File: src/rtl/alu_step_if.sv
// Operator-panel bus for alu_step_sequencer: switch/button inputs plus the register,
// flag and display-select outputs.
interface alu_step_if #(
  parameter int WIDTH = 16
);
  logic [WIDTH-1:0] data_i;
  logic             op_i;
  logic             step_i;
  logic             abort_i;
  logic [WIDTH-1:0] op_a_o;
  logic [WIDTH-1:0] op_b_o;
  logic [WIDTH-1:0] result_o;
  logic             carry_o;
  logic             overflow_o;
  logic             zero_o;
  logic [2:0]       state_o;
  logic             busy_o;
  logic             done_o;
  logic [1:0]       disp_sel_o;

  modport master (
    output data_i, op_i, step_i, abort_i,
    input  op_a_o, op_b_o, result_o, carry_o, overflow_o, zero_o,
           state_o, busy_o, done_o, disp_sel_o
  );

  modport slave (
    input  data_i, op_i, step_i, abort_i,
    output op_a_o, op_b_o, result_o, carry_o, overflow_o, zero_o,
           state_o, busy_o, done_o, disp_sel_o
  );
endinterface

File: src/rtl/alu_step_sequencer.sv
// Step-button sequencer for the add/subtract datapath: load A, load B, execute, show.
// Optional ACC_CHAIN_EN: a step in SHOW feeds Result back into OpA and jumps to LOAD_B.
module alu_step_sequencer #(
  parameter int WIDTH       = 16,
  parameter int EXEC_CYCLES = 1
) (
  input  logic       clk_i,
  input  logic       rst_i,
  alu_step_if.slave  bus
);
  localparam logic [2:0] S_IDLE   = 3'd0;
  localparam logic [2:0] S_LOAD_A = 3'd1;
  localparam logic [2:0] S_LOAD_B = 3'd2;
  localparam logic [2:0] S_EXEC   = 3'd3;
  localparam logic [2:0] S_SHOW   = 3'd4;
  localparam logic [3:0] CNT_LAST = 4'(EXEC_CYCLES - 1);

  logic [2:0]       state_q, state_d;
  logic [WIDTH-1:0] op_a_q, op_a_d, op_b_q, op_b_d, result_q, result_d;
  logic             carry_q, carry_d, ovf_q, ovf_d, zero_q, zero_d;
  logic             op_q, op_d, done_q, done_d, step_q;
  logic [3:0]       cnt_q, cnt_d;
  logic             step_edge;

  logic [WIDTH-1:0] b_eff;
  logic [WIDTH:0]   sum;
  logic             sum_ovf;

  assign step_edge = bus.step_i & ~step_q;

  // Subtract is A + ~B + 1, so carry-out means "no borrow".
  assign b_eff   = op_q ? ~op_b_q : op_b_q;
  assign sum     = {1'b0, op_a_q} + {1'b0, b_eff} + {{WIDTH{1'b0}}, op_q};
  assign sum_ovf = (op_a_q[WIDTH-1] == b_eff[WIDTH-1]) &&
                   (sum[WIDTH-1] != op_a_q[WIDTH-1]);

  always_comb begin
    state_d  = state_q;
    op_a_d   = op_a_q;
    op_b_d   = op_b_q;
    result_d = result_q;
    carry_d  = carry_q;
    ovf_d    = ovf_q;
    zero_d   = zero_q;
    op_d     = op_q;
    cnt_d    = cnt_q;
    done_d   = 1'b0;
    if (bus.abort_i) begin
      state_d = S_IDLE;
      cnt_d   = 4'd0;
    end else begin
      case (state_q)
        S_IDLE:   if (step_edge) state_d = S_LOAD_A;
        S_LOAD_A: if (step_edge) begin
          op_a_d  = bus.data_i;
          state_d = S_LOAD_B;
        end
        S_LOAD_B: if (step_edge) begin
          op_b_d  = bus.data_i;
          op_d    = bus.op_i;
          cnt_d   = 4'd0;
          state_d = S_EXEC;
        end
        S_EXEC: begin
          // Step edges are deliberately not looked at here: presses in EXEC are dropped.
          if (cnt_q == CNT_LAST) begin
            result_d = sum[WIDTH-1:0];
            carry_d  = sum[WIDTH];
            ovf_d    = sum_ovf;
            zero_d   = (sum[WIDTH-1:0] == '0);
            done_d   = 1'b1;
            cnt_d    = 4'd0;
            state_d  = S_SHOW;
          end else begin
            cnt_d = cnt_q + 4'd1;
          end
        end
        S_SHOW: if (step_edge) begin
`ifdef ACC_CHAIN_EN
          op_a_d  = result_q;
          state_d = S_LOAD_B;
`else
          state_d = S_LOAD_A;
`endif
        end
        default: state_d = S_IDLE;
      endcase
    end
  end

  always_ff @(posedge clk_i) begin
    if (rst_i) begin
      state_q  <= S_IDLE;
      op_a_q   <= '0;
      op_b_q   <= '0;
      result_q <= '0;
      carry_q  <= 1'b0;
      ovf_q    <= 1'b0;
      zero_q   <= 1'b0;
      op_q     <= 1'b0;
      cnt_q    <= 4'd0;
      done_q   <= 1'b0;
      step_q   <= 1'b1;  // a button held through reset must not look like a press
    end else begin
      state_q  <= state_d;
      op_a_q   <= op_a_d;
      op_b_q   <= op_b_d;
      result_q <= result_d;
      carry_q  <= carry_d;
      ovf_q    <= ovf_d;
      zero_q   <= zero_d;
      op_q     <= op_d;
      cnt_q    <= cnt_d;
      done_q   <= done_d;
      step_q   <= bus.step_i;
    end
  end

  // Display select is a pure decode of the state, so IDLE shows the Result.
  always_comb begin
    case (state_q)
      S_IDLE:   bus.disp_sel_o = 2'd3;
      S_LOAD_A: bus.disp_sel_o = 2'd0;
`ifdef ACC_CHAIN_EN
      S_LOAD_B: bus.disp_sel_o = 2'd1;
`else
      S_LOAD_B: bus.disp_sel_o = 2'd0;
`endif
      S_EXEC:   bus.disp_sel_o = 2'd2;
      S_SHOW:   bus.disp_sel_o = 2'd3;
      default:  bus.disp_sel_o = 2'd0;
    endcase
  end

  assign bus.op_a_o     = op_a_q;
  assign bus.op_b_o     = op_b_q;
  assign bus.result_o   = result_q;
  assign bus.carry_o    = carry_q;
  assign bus.overflow_o = ovf_q;
  assign bus.zero_o     = zero_q;
  assign bus.state_o    = state_q;
  assign bus.busy_o     = (state_q == S_EXEC);
  assign bus.done_o     = done_q;
endmodule
File: src/flat_wrapper.sv
// flat-port wrapper written by rule: the top's interface ports become plain ports
module alu_step_sequencer_flat 
#(
  parameter int WIDTH       = 16,
  parameter int EXEC_CYCLES = 1
)
  (clk_i, rst_i, bus_data_i, bus_op_i, bus_step_i, bus_abort_i, bus_op_a_o, bus_op_b_o, bus_result_o, bus_carry_o, bus_overflow_o, bus_zero_o, bus_state_o, bus_busy_o, bus_done_o, bus_disp_sel_o);
  alu_step_if #(.WIDTH(WIDTH)) bus_i ();
  input  logic clk_i;
  input  logic rst_i;
  input wire logic [$bits(bus_i.data_i)-1:0] bus_data_i;
  input wire logic [$bits(bus_i.op_i)-1:0] bus_op_i;
  input wire logic [$bits(bus_i.step_i)-1:0] bus_step_i;
  input wire logic [$bits(bus_i.abort_i)-1:0] bus_abort_i;
  output wire logic [$bits(bus_i.op_a_o)-1:0] bus_op_a_o;
  output wire logic [$bits(bus_i.op_b_o)-1:0] bus_op_b_o;
  output wire logic [$bits(bus_i.result_o)-1:0] bus_result_o;
  output wire logic [$bits(bus_i.carry_o)-1:0] bus_carry_o;
  output wire logic [$bits(bus_i.overflow_o)-1:0] bus_overflow_o;
  output wire logic [$bits(bus_i.zero_o)-1:0] bus_zero_o;
  output wire logic [$bits(bus_i.state_o)-1:0] bus_state_o;
  output wire logic [$bits(bus_i.busy_o)-1:0] bus_busy_o;
  output wire logic [$bits(bus_i.done_o)-1:0] bus_done_o;
  output wire logic [$bits(bus_i.disp_sel_o)-1:0] bus_disp_sel_o;
  assign bus_i.data_i = bus_data_i;
  assign bus_i.op_i = bus_op_i;
  assign bus_i.step_i = bus_step_i;
  assign bus_i.abort_i = bus_abort_i;
  assign bus_op_a_o = bus_i.op_a_o;
  assign bus_op_b_o = bus_i.op_b_o;
  assign bus_result_o = bus_i.result_o;
  assign bus_carry_o = bus_i.carry_o;
  assign bus_overflow_o = bus_i.overflow_o;
  assign bus_zero_o = bus_i.zero_o;
  assign bus_state_o = bus_i.state_o;
  assign bus_busy_o = bus_i.busy_o;
  assign bus_done_o = bus_i.done_o;
  assign bus_disp_sel_o = bus_i.disp_sel_o;
  alu_step_sequencer #(.WIDTH(WIDTH), .EXEC_CYCLES(EXEC_CYCLES)) u_core (.clk_i(clk_i), .rst_i(rst_i), .bus(bus_i));
endmodule
File: config.mk
export PLATFORM = sky130hd
export DESIGN_NAME = alu_step_sequencer_flat
export DESIGN_NICKNAME = d
export VERILOG_FILES = /design/src/rtl/alu_step_if.sv /design/src/rtl/alu_step_sequencer.sv /design/src/flat_wrapper.sv
export SDC_FILE = /design/constraint.sdc
export NUM_CORES = 1
export LEC_CHECK = 0
export CAP_MARGIN = 30
export CORE_MARGIN = 2
export CORE_UTILIZATION = 37
export DETAILED_ROUTE_END_ITERATION = 12
export GPL_TIMING_DRIVEN = 1
export RECOVER_POWER = 100
export REMOVE_ABC_BUFFERS = 1
export SLEW_MARGIN = 25
export SYNTH_ARGS = -nofsm -noshare
export SYNTH_HDL_FRONTEND = slang
export SYNTH_SLANG_ARGS = --single-unit
export TNS_END_PERCENT = 20
File: constraint.sdc
create_clock -name clk_i -period 5.3 [get_ports clk_i]
set_clock_uncertainty 0.05 [all_clocks]
set_input_delay 1.06 -clock clk_i [delete_from_list [all_inputs] [get_ports clk_i]]
set_output_delay 1.06 -clock clk_i [all_outputs]
set_load 0.02 [all_outputs]
# After elaboration in Yosys (flattened, before gate mapping)
# Cells that the tools add are included.
[op_classes]
n_reduce_logical = 13
mux = 11
n_eq_ne = 10
addsub = 3
bitwise = 5
[ops]
columns = ["operator", "n"]
rows = [
  ["16-bit by 16-bit adder with 17-bit output", 1],
  ["17-bit by 1-bit adder with 17-bit output", 1],
  ["16-bit logical NOT", 1],
  ["16-bit 2-to-1 mux", 1],
  ["16-bit inverter", 1],
  ["3-bit 2-to-1 mux", 4],
  ["3-bit case mux with 4 select lines", 1],
  ["3-bit AND reduction", 3],
  ["4-bit 2-to-1 mux", 2],
  ["2-bit by 1-bit inequality test with 1-bit output (second input constant)", 4],
  ["4-bit case mux with 2 select lines", 1],
  ["3-bit by 2-bit equality test with 1-bit output (second input constant)", 2],
  ["4-bit by 1-bit adder with 4-bit output (second input constant)", 1],
  ["4-bit logical NOT", 1],
  ["2-bit case mux with 2 select lines", 1],
  ["4-bit AND reduction", 1],
  ["2-bit OR reduction", 2],
  ["3-bit by 1-bit equality test with 1-bit output (second input constant)", 1],
  ["3-bit equality test (second input constant)", 1],
  ["3-bit logical NOT", 1],
  ["1-bit inverter", 3],
  ["3-bit OR reduction", 1],
  ["2-bit AND reduction", 1],
  ["2-bit nonzero test", 1],
  ["other kinds (5)", 5],
]
[totals]
in_bits = 21
regBits = 61
out_inout_bits = 58

# Longest topological paths before layout
# Gate-level depths: netlist (run 1).
[depth]
ltp_word = 6
mapped_depth = 12
depth_no_buf = 11

# Least setup slack after synthesis (run 1)
# Ideal clock, no wire load.
[synth_timing]
kind = "reg-to-reg"
start = "register u_core.op_q"
end = "register u_core.zero_q (netlist: u_core.bus.zero_o)"
setup_slack_ps = 1659
synth_period_minus_slack_ps = 3641
path_stages_with_launch = 13
t_arrival_ps = 3506
setup_time_ps = 84
cell_sequence = "dfxtp_1 -> buf_6 -> clkbuf_1 -> xor2_1 -> ha_1 -> nor2b_1 -> o31a_1 -> nor3_1 -> o221ai_1 -> or4_1 -> or4b_1 -> or4_1 -> o31ai_2"
[synth_via]
elab_chain_cells = 4
[synth_lines]
columns = ["element", "line", "text"]
rows = [
  ["from (decl)", "alu_step_sequencer.sv:21", "logic op_q, op_d, done_q, done_d, step_q;"],
  ["from (signal assigned)", "alu_step_sequencer.sv:112", "op_q <= op_d;"],
  ["16-bit 2-to-1 mux", "alu_step_sequencer.sv:32", "assign b_eff = op_q ? ~op_b_q : op_b_q;"],
  ["16-bit by 16-bit adder with 17-bit output", "alu_step_sequencer.sv:33", "assign sum = {1'b0, op_a_q} + {1'b0, b_eff} + {{WIDTH{1'b0}}, op_q};"],
  ["17-bit by 1-bit adder with 17-bit output *", "alu_step_sequencer.sv:33", ""],
  ["16-bit logical NOT *", "alu_step_sequencer.sv:70", "zero_d = (sum[WIDTH-1:0] == '0);"],
  ["to (signal assigned)", "alu_step_sequencer.sv:111", "zero_q <= zero_d;"],
  ["to (decl)", "alu_step_sequencer.sv:20", "logic carry_q, carry_d, ovf_q, ovf_d, zero_q, zero_d;"],
]
# Every way passes the cells marked *; elsewhere a longest branch is shown, timed or not.
# A chain may end at the register's enable or synchronous reset.

# Worst setup path after layout (run 1)
# Ends and elaborated chain as after synthesis.

==> results.toml, run 1 <==
[run_status]
outcome = "finished with violations"
violations = "capacitance limit, slew limit"

[cts]
clkSlewWorstSetupHoldPaths_ns = 0.07
cts_hold_buf = 0
tritoncts = "done"
cts_buffers = 9
cts_buffer_depth = 2
clk_latency_ns = 0.34
cts_resized = 0
numClockSinks = 61
post_cts_buffers = 0
cts_root_buf = "clkbuf_8"
htree_levels = 3

[grt]
grt_max_degree = 56
antenna_found_initial = 0
grt_pass1_wl_um = 14200
grt_overflow = 0
grt_util_all_layers_pct = 18.0
first_global_vias = 2955

[final_layout]
diodes = 0
final_util_pct = 50.2
multi_input_area_um2 = 1930
final_cells = 603
drive_gt1_share_pct = 5.45
regArea_um2 = 1220
synthToLayoutAreaGrowth_pct = 32.5
nets = 530
final_cell_area_um2 = 4340
fillCellCount = 871

[power_and_ir_drop]
power_density_nw_per_um2 = 215
intPower_mw = 0.731
p_comb_share_pct = 3.5
swShare_pct = 21.7
ir_worst_vdd_v = 0.0000921
power.net_switching_mw = 0.202
pwr-share-seq_pct = 49.3
leakagePower_nw = 1.84
p_clk_share_pct = 47.2

[synthesis]
synth-edff-count = 0
ys_warn_count = 0
synth_cells = 418
syn_avg_cell_area_um2 = 7.83
ys_types = 54
netlist_area_um2 = 3270
ys_seq_area_share_pct = 37.3
ys.flop_type = "dfxtp_1"
synthArstFlopShare_pct = 0
ys_ff_latch = 61

[routing]
viasPerCell = 5.10
drtIter0Drc = 126
drtPass1Iterations = 4
drc = 0
vias = 3073
drt.antenna.violating_nets = 0
wl_per_cell_um = 14.1
routed_wl_um = 8480

[worst_setup_path]
rr_worst_depth = 11
r2r-end = "u_core.bus.zero_o"
slowest_stage = "clkbuf_1"
path_max_fanout = 14
required_ns = 5.51
start_kind = "flop"
arrival_ns = 4.42
crit_end = "u_core.bus.zero_o"
crit_path_end_kind = "flop"
r2r_slack_ns = 1.10
slowest_delay_ns = 0.79
reg2reg_from = "u_core.op_q"
path_common_cell = "or4_1"
critPathLaunch = "u_core.op_q"
path_cells = "clkbuf_1 -> xor2_1 -> ha_1 -> o211a_1 -> o31a_1 -> a2bb2oi_1 -> o31ai_1 -> or4_1 -> or4b_1 -> or4_1 -> o31ai_2"
critPathKind = "reg -> reg"

[timing]
setup_viol = 0
slew_headroom_pct = -56.0
post-route-period-util_pct = 79.3
worstMarginPinSlew_ns = 2.34
rsz0062_at_grt = "false"
max_freq_mhz = 238
setup_tns_ns = 0
final_max_slew_viol_count = 56
min_period_ns = 4.20
finalHoldViolCount = 0
hold_slack_ns = 0.400

[min_path]
hold_path.class = "reg -> reg"

[die]
num_io_pins = 79
die_area_um2 = 9620
core_um2 = 8640
die_h_um = 98.1
start_util_pct = 37.9
rows = 34
die_x_um = 98.1

[run]
drv_cap = 1

[place]
gp_congestion = 0.835
dp.cells = 587
portBuffers = 78
place.detailed.hpwl_um = 6140
placed_area_um2 = 4140
-- power by group through the flow --
stage	Combinational, mW	Clock, mW	Sequential [mW]
after CTS	0.0340	0.454	0.460
after floorplan	0.00595	0	0.471
after global routing	0.0353	0.468	0.460
after global placement	0.0335	0	0.470
final	0.0328	0.440	0.460
after detailed placement	0.0336	0	0.470
-- cell usage in the layout (no fill, tap or decap), drive strengths merged, types with 7 or more instances in the layout --
cell           count
xor2              19
o21ai             11
xnor2              7
clkdlybuf4s50     19
inv                9
ha                18
a21oi             64
dlygate4sd3       58
dfxtp             61
nor2              23
nor3               9
nand2             98
clkbuf            16
-- final cells by class --
cell class                      count  share of cell area, %
Tap cell                          108                   3.11
Clock inverter                      3                  0.980
Inverter                            9                  0.779
Sequential cell                    61                   28.1
Clock buffer                       13                   3.89
Multi-Input combinational cell    326                   44.6
Timing Repair Buffer               83                   18.5
-- worst max-delay path, delay by kind of cell (launching register included) --
family	cells	cell delay (ns)
AOI/OAI and AO/OA	5	0.85
and+or+nand+nor	3	1.39
DFF	1	0.44
adders and majority gates	1	0.43
xor gates and xnor gates	1	0.17
buffers and inverters	1	0.79
-- stage by stage --
step           power [mW]  setup WS, ns
3_5_place_dp        0.504          1.38
6_report            0.933          1.10
3_3_place_gp        0.504          1.43
5_1_grt             0.963         0.867
4_1_cts             0.947          1.65
2_1_floorplan       0.477          1.58
-- cell usage after synthesis, drive strengths merged (3+ instances only) --
master | n | area, µm²
buf | 4 | 25.0
o31ai | 4 | 35.0
o21ai | 11 | 55.1
nor2 | 23 | 86.3
o211ai | 3 | 27.5
nand3 | 6 | 30.0
xor2 | 19 | 166
dfxtp | 61 | 1220
or2 | 5 | 31.3
nand2 | 98 | 368
a211oi | 4 | 30.0
o2111ai | 3 | 26.3
ha | 18 | 225
inv | 9 | 33.8
nor3 | 9 | 45.0
xnor2 | 7 | 61.3
nand3b | 5 | 37.5
nor2b | 6 | 37.5
a21oi | 64 | 324
clkbuf | 18 | 67.6
nand2b | 6 | 37.5
a21o | 3 | 22.5
o21a | 3 | 22.5
-- state kept, by name, summed over array words and instances, names as in the netlist, 3 cells and up --
signal,cells
u_core.bus.result_o,16
u_core.bus.state_o,3
u_core.bus.op_a_o,16
u_core.bus.op_b_o,16
u_core.cnt_q,4
-- layer usage --
layer	vias to the layer above	part of all wire [%]	global-route usage, %	routed length (µm)
li1	1589	-	-	-
met1	1404	49	25.0	4180
met2	67	44	26.9	3760
met3	13	4.0	3.44	338
met4	0	2.3	8.65	199
met5	-	0	0	0
-- worst min-delay path by stage --
stage / startpoint / to / slack (ns) / depth (start not counted)
final: u_core.bus.result_o[11] / u_core.bus.result_o[11] / 0.40 / 2
after detailed placement: u_core.bus.result_o[10] / u_core.bus.result_o[10] / 0.40 / 2
after CTS: u_core.bus.result_o[10] / u_core.bus.result_o[10] / 0.41 / 2
after global placement: u_core.bus.result_o[15] / u_core.bus.result_o[15] / 0.40 / 2
after global routing: u_core.bus.result_o[10] / u_core.bus.result_o[10] / 0.43 / 2
after floorplan: u_core.cnt_q[3] / u_core.cnt_q[3] / 0.41 / 2
-- cells by family after synthesis --
kind of cell / after synthesis / share of synthesized area, %
and+or+nand+nor: 172 / 23.9
adders and majority gates: 19 / 7.49
AOI/OAI and AO/OA: 108 / 20.1
DFF: 61 / 37.3
muxes: 1 / 0.420
buffers and inverters: 31 / 3.86
xor gates and xnor gates: 26 / 6.95
Note: power is estimated with default switching activity, not from simulation.
==> run 2: changes to the inputs <==
==> constraint.sdc (replaced) <==
create_clock -name clk_i -period 3.5 [get_ports clk_i]
set_clock_uncertainty 0.05 [all_clocks]
set_input_delay 0.7 -clock clk_i [delete_from_list [all_inputs] [get_ports clk_i]]
set_output_delay 0.7 -clock clk_i [all_outputs]
set_load 0.02 [all_outputs]
==> results.toml, run 2 (same netlist as run 1, synthesis figures left out) <==
[run_status]
outcome = "finished with violations"
violations = "capacitance limit, slew limit"

[grt]
grt_pass1_wl_um = 14100
grt_overflow = 0
first_global_vias = 2887
grt_util_all_layers_pct = 18.1
grt_max_degree = 56
antenna_found_initial = 0

[power_and_ir_drop]
swShare_pct = 20.6
intPower_mw = 1.10
p_comb_share_pct = 3.7
pwr-share-seq_pct = 50.2
p_clk_share_pct = 46.1
ir_worst_vdd_v = 0.000170
leakagePower_nw = 1.81
power.net_switching_mw = 0.286
power_density_nw_per_um2 = 313

[cts]
clk_latency_ns = 0.34
htree_levels = 3
cts_root_buf = "clkbuf_8"
cts_hold_buf = 0
cts_buffers = 9
cts_buffer_depth = 2
clkSlewWorstSetupHoldPaths_ns = 0.07
numClockSinks = 61
tritoncts = "done"

[timing]
post-route-period-util_pct = 98.3
final_max_slew_viol_count = 56
worstMarginPinSlew_ns = 2.44
max_freq_mhz = 291
finalHoldViolCount = 0
setup_viol = 0
rsz0062_at_grt = "true"
setup_slack_ns = 0.0597
slew_headroom_pct = -62.8
min_period_ns = 3.44

[final_layout]
final_common_cell = "nand2_1"
diodes = 0
mostFrequentLayoutCells = "nand2_1 (98), a21oi_1 (63), dfxtp_1 (59)"
synthToLayoutAreaGrowth_pct = 35.3
drive_gt1_share_pct = 8.18
nets = 538
fillCellCount = 854
final_cells = 609
final_cell_area_um2 = 4430

[routing]
wl_per_cell_um = 14.1
drc = 0
drt.antenna.violating_nets = 0
vias = 3094
routed_wl_um = 8570
drtPass1Iterations = 4
viasPerCell = 5.08
drtIter0Drc = 101

[die]
rows = 34
die_area_um2 = 9620
start_util_pct = 37.9
die_h_um = 98.1
die_x_um = 98.1
num_io_pins = 79
core_um2 = 8640

[place]
place.detailed.hpwl_um = 6300
placed_area_um2 = 4190
gp_congestion = 0.855
portBuffers = 78
place_ws_ns = 0.0216
dp.cells = 594

[worst_setup_path]
path_max_fanout = 6
required_ns = 3.70
critPathKind = "reg -> reg"
start_kind = "flop"
arrival_ns = 3.64
crit_path_end_kind = "flop"

[run]
drv_cap = 1

[min_path]
hold_path.class = "reg -> reg"
run 2: repair_timing:
item	in CTS	in global routing
buffers inserted	0	1
hold endpoints to repair	0	0
setup endpoints to repair	0	1
gates resized for setup	0	11
run 2: worst max-delay path: stages, from the launching register on:
cell	delay [ns]
dfxtp_2	0.33
buf_6	0.13
xor2_1	0.16
ha_1	0.28
nor2b_1	0.15
o31a_1	0.34
nor3_1	0.28
o221ai_1	0.15
or4_1	0.40
or4b_1	0.48
or4_4	0.43
o31ai_2	0.18
run 2: layout make-up:
type | count | area (µm²) | area share (%)
multi-input combinational | 326 | 1960 | 44.2
sequential | 61 | 1220 | 27.6
timing repair buffer | 91 | 880 | 19.9
clock buffer | 13 | 169 | 3.81
tap | 108 | 135 | 3.05
inverter | 9 | 33.8 | 0.763
clock inverter | 1 | 30.0 | 0.678
run 2: layer usage:
layer	vias to the layer above	global-route usage, %	routed length (µm)
met5	-	0	0
met4	0	7.37	167
met3	11	4.72	320
met2	58	27.0	3840
met1	1424	24.8	4240
li1	1601	-	-
run 2: power groups by stage:
stage               registers (mW)  clock network, mW  logic, mW
floorplan                    0.713                  0    0.00901
finish                       0.697              0.640     0.0514
global route                 0.696              0.694     0.0544
CTS                          0.696              0.653     0.0520
detailed placement           0.712                  0     0.0518
global placement             0.712                  0     0.0514
run 2: worst paths after layout:
kind,startpoint,to,slack [ns],cells after the start
setup / recovery,u_core.op_q,u_core.bus.zero_o,0.06,11
hold / removal,u_core.bus.result_o[8],u_core.bus.result_o[8],0.40,2
setup reg to reg,u_core.op_q,u_core.bus.zero_o,0.06,11
hold reg to reg,u_core.bus.result_o[8],u_core.bus.result_o[8],0.40,2
run 2: per-stage QoR:
step | setup TNS [ns] | hold slack (ns) | utilization, % | power [mW]
floorplan | -0.215 | 0.409 | - | 0.722
global placement | 0 | 0.395 | 48.5 | 0.763
detailed placement | 0 | 0.402 | 48.5 | 0.764
CTS | 0 | 0.410 | 50.8 | 1.40
global route | -0.0390 | 0.422 | 51.3 | 1.44
finish | 0 | 0.404 | 51.3 | 1.39
==> run 3: changes to the inputs <==
--- a/config.mk
+++ b/config.mk
@@ -6,13 +6,12 @@
 export NUM_CORES = 1
 export LEC_CHECK = 0
 export CAP_MARGIN = 30
-export CORE_MARGIN = 2
 export CORE_UTILIZATION = 37
+export CTS_CLUSTER_DIAMETER = 120
 export DETAILED_ROUTE_END_ITERATION = 12
 export GPL_TIMING_DRIVEN = 1
 export RECOVER_POWER = 100
 export REMOVE_ABC_BUFFERS = 1
-export SLEW_MARGIN = 25
 export SYNTH_ARGS = -nofsm -noshare
 export SYNTH_HDL_FRONTEND = slang
 export SYNTH_SLANG_ARGS = --single-unit
==> results.toml, run 3 (same netlist as run 1, synthesis figures left out) <==
[worst_setup_path]
start_kind = "flop"
path_delay_family = "simple AND/OR/NAND/NOR gates"
arrival_ns = 3.63
worst-path-buf-inv = 1
path_max_fanout = 13
path_cells = "buf_12 -> xor2_1 -> ha_1 -> o211a_1 -> o31a_1 -> o21a_1 -> o221ai_1 -> or4_1 -> or4b_1 -> or4_4 -> o31ai_2"
critPathKind = "reg -> reg"
slowest_stage = "or4_1"
slowest_delay_ns = 0.53
crit_path_end_kind = "flop"
required_ns = 3.70

[grt]
grt_max_degree = 56
grt_util_all_layers_pct = 19.5
antenna_found_initial = 0
grt_overflow = 0
first_global_vias = 2858
grt_pass1_wl_um = 13700

[routing]
vias = 3150
viasPerCell = 5.15
wl_per_cell_um = 14.4
drtPass1Iterations = 4
drc = 0
drtIter0Drc = 136
drt.antenna.violating_nets = 0
routed_wl_um = 8830

[cts]
htree_levels = 3
numClockSinks = 61
tritoncts = "done"
clk_latency_ns = 0.34
clkSlewWorstSetupHoldPaths_ns = 0.06
cts_root_buf = "clkbuf_8"
cts_buffers = 9
cts_buffer_depth = 2

[min_path]
hold_path.class = "reg -> reg"

[timing]
worstMarginPinSlew_ns = 2.29
setup_viol = 0
setup_slack_ns = 0.0671
final_max_slew_viol_count = 56
finalHoldViolCount = 0
rsz0062_at_grt = "true"
setup_tns_ns = 0
post-route-period-util_pct = 98.1
hold_slack_ns = 0.400
min_period_ns = 3.43
slew_headroom_pct = -52.4
max_freq_mhz = 291

[final_layout]
mostFrequentLayoutCells = "nand2_1 (98), a21oi_1 (62), dfxtp_1 (58)"
final_util_pct = 53.8
diodes = 0
nets = 544
drive_gt1_share_pct = 10.7
synthToLayoutAreaGrowth_pct = 37.8
fillCellCount = 785
final_common_cell = "nand2_1"

[place]
portBuffers = 78
place_ws_ns = -0.0783
gp_congestion = 0.843
place.detailed.hpwl_um = 6350

[power_and_ir_drop]
ir_worst_vdd_v = 0.000161
leakagePower_nw = 1.92
power_density_nw_per_um2 = 299

[die]
die_h_um = 96.1
die_x_um = 96.1
die_area_um2 = 9230
core_um2 = 8380
start_util_pct = 39.1
num_io_pins = 79
rows = 33

[run]
drv_cap = 1

[run_status]
violations = "capacitance limit, slew limit"
outcome = "finished with violations"
[run 3: stage by stage]
| step | instance area (µm²) | total power [mW] | cells |
|---|---|---|---|
| after CTS | 4380 | 1.37 | 606 |
| after global placement | 4190 | 0.764 | 591 |
| after global routing | 4510 | 1.39 | 612 |
| after floorplan | 3180 | 0.722 | 396 |
| after detailed placement | 4190 | 0.764 | 591 |
| final | 4510 | 1.35 | 612 |
[run 3: worst paths after layout]
| kind | startpoint | to | slack [ns] | cells past startpoint |
|---|---|---|---|---|
| hold reg to reg | u_core.bus.result_o[8] | u_core.bus.result_o[8] | 0.40 | 2 |
| setup / recovery | u_core.op_q | u_core.bus.zero_o | 0.07 | 11 |
| setup reg to reg | u_core.op_q | u_core.bus.zero_o | 0.07 | 11 |
| hold / removal | u_core.bus.result_o[8] | u_core.bus.result_o[8] | 0.40 | 2 |
[run 3: metal layers]
layer	GRT usage, %	share of wire [%]	wire length (µm)
met5	0	0	0
met4	7.71	1.5	133
met3	4.19	4.7	413
met2	31.3	46	4090
met1	25.3	48	4190
[run 3: area by class of cell]
| type | count | area [µm²] | area share, % |
|---|---|---|---|
| Multi-Input combinational cell | 326 | 2010 | 44.6 |
| Sequential cell | 61 | 1230 | 27.2 |
| Timing Repair Buffer | 97 | 930 | 20.6 |
| Clock buffer | 12 | 145 | 3.22 |
| Tap cell | 105 | 131 | 2.91 |
| Clock inverter | 2 | 35.0 | 0.776 |
| Inverter | 9 | 33.8 | 0.749 |
[run 3: worst reg2reg max path, stage by stage (launching register included)]
cell      delay [ns]
dfxtp_4         0.37
buf_12          0.16
xor2_1          0.17
ha_1            0.31
o211a_1         0.15
o31a_1          0.23
o21a_1          0.17
o221ai_1        0.14
or4_1           0.53
or4b_1          0.47
or4_4           0.42
o31ai_2         0.18
[run 3: where the power goes]
group / internal (mW) / switching [mW] / leakage [nW]
Clock: 0.340 / 0.262 / 0.0923
Sequential: 0.695 / 0.00121 / 0.493
Combinational: 0.0264 / 0.0249 / 1.33
Total: 1.06 / 0.288 / 1.92
[run 3: repair_timing]
item / 4_1_cts / 5_1_grt
pin swaps: 2 / 8
resized for setup: 3 / 19
buffers inserted: 1 / 6
endpoints found under the setup margin: 1 / 1
hold buffers: 0 / 0
